<file path="src/rtl/sync_adder.sv">
// sync_adder: registered unsigned adder with an enable and a result-valid flag.
// The sum is WIDTH+1 bits wide, so the carry-out is always kept.
// Reset is synchronous and active-low (rst_n), and is sampled on posedge clk.
// Build option SYNC_ADDER_INPUT_REG_EN adds a stage that registers a, b and
// enable on every edge. This gives 2-cycle latency at full throughput.
// With the option undefined, the adder captures a+b directly with 1-cycle latency.
`default_nettype none

module sync_adder #(
  parameter int WIDTH = 8
) (
  input  logic             clk,
  input  logic             rst_n,
  input  logic             enable,
  input  logic [WIDTH-1:0] a,
  input  logic [WIDTH-1:0] b,
  output logic [WIDTH:0]   sum,
  output logic             valid
);

  // Operands and qualifier as seen by the adder (direct or registered)
  logic [WIDTH-1:0] add_a;
  logic [WIDTH-1:0] add_b;
  logic             add_en;

  logic [WIDTH:0]   sum_d,   sum_q;
  logic             valid_d, valid_q;

`ifdef SYNC_ADDER_INPUT_REG_EN
  logic [WIDTH-1:0] a_d,  a_q;
  logic [WIDTH-1:0] b_d,  b_q;
  logic             en_d, en_q;

  // Input stage takes new values on every edge, whether or not enable is high
  always_comb begin
    a_d  = a;
    b_d  = b;
    en_d = enable;
  end

  // Input stage flops; reset clears them so no stale capture follows reset
  always_ff @(posedge clk) begin
    if (!rst_n) begin
      a_q  <= '0;
      b_q  <= '0;
      en_q <= 1'b0;
    end else begin
      a_q  <= a_d;
      b_q  <= b_d;
      en_q <= en_d;
    end
  end

  assign add_a  = a_q;
  assign add_b  = b_q;
  assign add_en = en_q;
`else
  assign add_a  = a;
  assign add_b  = b;
  assign add_en = enable;
`endif

  // Next-state for the result: capture on enable, otherwise hold sum and drop valid
  always_comb begin
    // NOTE: default every output first so no path leaves a value unassigned (no latch).
    sum_d   = sum_q;
    valid_d = 1'b0;
    if (add_en) begin
      sum_d   = {1'b0, add_a} + {1'b0, add_b};
      valid_d = 1'b1;
    end
  end

  // Result flops; synchronous reset has priority over any capture
  always_ff @(posedge clk) begin
    // NOTE: non-blocking assignments here so every flop updates from pre-edge values.
    if (!rst_n) begin
      sum_q   <= '0;
      valid_q <= 1'b0;
    end else begin
      sum_q   <= sum_d;
      valid_q <= valid_d;
    end
  end

  assign sum   = sum_q;
  assign valid = valid_q;

endmodule

`default_nettype wire

</file>
<file path="config.mk">
export PLATFORM = sky130hd
export DESIGN_NAME = sync_adder
export DESIGN_NICKNAME = d
export VERILOG_FILES = /design/src/rtl/sync_adder.sv
export SDC_FILE = /design/constraint.sdc
export NUM_CORES = 1
export LEC_CHECK = 0
export CORE_ASPECT_RATIO = 0.8
export CORE_UTILIZATION = 41
export DETAILED_ROUTE_END_ITERATION = 16
export PLACE_DENSITY = 0.78
export SETUP_SLACK_MARGIN = 0.05
export SLEW_MARGIN = 20
export SYNTH_ARGS = -nofsm -noshare
export SYNTH_HDL_FRONTEND = slang
export SYNTH_SLANG_ARGS = --single-unit
</file>
<file path="constraint.sdc">
create_clock -name clk -period 2.7 [get_ports clk]
set_input_delay 0.675 -clock clk [delete_from_list [all_inputs] [get_ports clk]]
set_output_delay 0.675 -clock clk [all_outputs]
set_load 0.03 [all_outputs]
</file>
==> impl_metrics.tcl <==
set metrics [dict create \
    io_pins 29 \
    p_leak_nw 0.425 \
    dp.final_hpwl_mm 1.24 \
    grt_max_degree 19 \
    postLayoutCellArea_mm2 0.00102 \
    synth.avg_cell_area_um2 9.32 \
    instances_no_fill 124 \
    clkLatencyLatePin_ns 0.27 \
    path_buf_inv 1 \
    vias_per_cell 5.44 \
    gp_congestion 0.842 \
    max_freq_mhz 408 \
    hold_viol_final 0 \
    synth_seq_cells 10 \
    cts_buffers 3 \
    fin_tns_setup_ns 0 \
    syn2layout_area_growth_pct 49.6 \
    root_buffer "clkbuf_4" \
    io_buffer_count 28 \
    dp.cells 120 \
    final_util_pct 69.2 \
    syn_area_um2 681 \
    drive_gt1_share_pct 7.77 \
    arrival_ns 2.61 \
    grt_overflow 0 \
    setup_viol 0 \
    drt_iter0_markers 31 \
    vdd_ir_drop_max_mv 0.236 \
    min_period_over_period_pct 90.8 \
    period_needed_ns 2.45 \
    ys_warn_count 0 \
    cpMaxStageDelayCell "clkdlybuf4s50_1" \
    cap_violations 0 \
    crit_chain "clkdlybuf4s50_1 > ha_1 > fa_1 > a211oi_2 > nor2_1 > o31a_1 > o31a_1" \
    synthArstFlopShare_pct 0 \
    cp_max_fo 2 \
    hp-class "reg2reg" \
    num_vias 674 \
    tightest_slew_ns 0.593 \
    cts.repair.resized 0 \
    slew_headroom_pct 60.3 \
    rows 12 \
    wl_per_cell_um 12.9 \
    synth_ff_type "dfxtp_1" \
    nets 132 \
    grt_first_pass_wirelength_mm 2.59 \
    slew_viol_final 0 \
    fin_worst_skew_ns 0 \
    htree_levels 1 \
    startpoint_type "primary input" \
    wl_mm 1.61 \
    n_antenna_cell 0 \
    ant_nets 0 \
    fp.dieW_um 47.6 \
    p_total_uw 478 \
    critPathKind "in2reg" \
    cts_sinks 10 \
    cp_top_family "compound AO/OA/AOI/OAI gates" \
    start_util_pct 46.3 \
    power.density_mw_per_mm2 469 \
    core-area_mm2 0.00147 \
    drc 0 \
    synth_nets 101 \
    grt_pass1_vias 630 \
    ys_seq_area_share_pct 29.4 \
    cts_tree "yes" \
    cp-end-kind "flop" \
    cts_setup_buffers 0 \
    dieArea_mm2 0.00183 \
    cpMostUsedCell "o31a_1" \
    clkSlewWorstSetupHoldPaths_ns 0.08 \
    most-common-layout-cells "clkdlybuf4s50_1, dfxtp_1, ha_1" \
    cts_hold_buf 0 \
    cp.required_ns 2.86 \
    first_pass_iters 4 \
    ys_types 34 \
    synth_edf_count 0 \
    grt.total_usage_pct 20.8 \
    layout_commonest_cell "clkdlybuf4s50_1" \
    antenna_found_initial 0 \
    rsz0062_at_grt "false" \
    placed_area_um2 982 \
    syn_inst 73 \
    max_stage_delay_ns 0.40 \
    die_h_um 38.4 \
    clockBufferDepth 2 \
    status "finished clean" \
]
## kinds of logic (layout without fill, tap and decap cells)
kind of cell             after synthesis  after routing  synth area share, %
AO/OA/AOI/OAI                         25             25                 28.3
AND/OR/NAND/NOR                       20             20                 16.9
flip-flops                            10             10                 29.4
adder cells (fa/ha/maj)                9              9                 17.6
buffers and inverters                  6             36                 3.49
multiplexers                           2              2                 2.94
XOR/XNOR                               1              1                 1.29
## power by group
group / total [mW] / switching [mW] / internal [mW]
registers: 0.167 / 0.00579 / 0.161
clock network: 0.141 / 0.0588 / 0.0819
logic: 0.171 / 0.0853 / 0.0852
## per-layer routing
layer	share of wire [%]	global-route usage, %
met2	46	33.6
met3	5.5	2.83
met4	1.2	11.8
met5	0	0
met1	47	26.1
## worst paths after layout
path / slack, ns / startpoint / to / depth (start not counted)
setup reg to reg: 1.91 / sum[8] / sum[8] / 2
setup / recovery: 0.25 / a[0] / sum[8] / 7
hold reg to reg: 0.48 / sum[2] / sum[2] / 1
hold / removal: 0.48 / sum[2] / sum[2] / 1
## worst register-to-register path, delay by kind of cell, from the launching register on
family	cells	cell delay, ns
AO/OA/AOI/OAI	2	0.37
flip-flops	1	0.31
## state kept, by name, indices dropped and copies added, names as in the netlist
name and flops:
valid 1, sum 9
## area by class of cell
cell class                 count  area (um^2)
multi-input combinational     57          457
tap                           21         26.3
sequential                    10          200
inverter                       3         11.3
timing repair buffer          29          288
clock buffer                   4         36.3
fill                         135          453
## per-stage QoR
| stage | worst slack (ns) | hold WS [ns] |
|---|---|---|
| after floorplan | 0.452 | 0.601 |
| after global placement | 0.0184 | 0.463 |
| after detailed placement | -0.0263 | 0.474 |
| after CTS | 0.251 | 0.487 |
| after global routing | 0.169 | 0.510 |
| final | 0.247 | 0.485 |
## cell usage after synthesis (2+ instances only)
cell type	number	area, um^2
a211oi_1	2	15.0
a21o_1	2	15.0
a21oi_1	4	20.0
clkbuf_1	2	7.51
dfxtp_1	10	200
ha_1	8	100
inv_1	3	11.3
mux2i_1	2	20.0
nand2_1	3	11.3
nand2b_1	2	12.5
nand3_1	4	20.0
nand3b_1	3	22.5
nor2b_1	3	18.8
o2111ai_1	2	17.5
o21a_1	2	15.0
o21ai_0	2	10.0
o31a_1	2	17.5
Note: power is estimated with default switching activity, not from simulation.
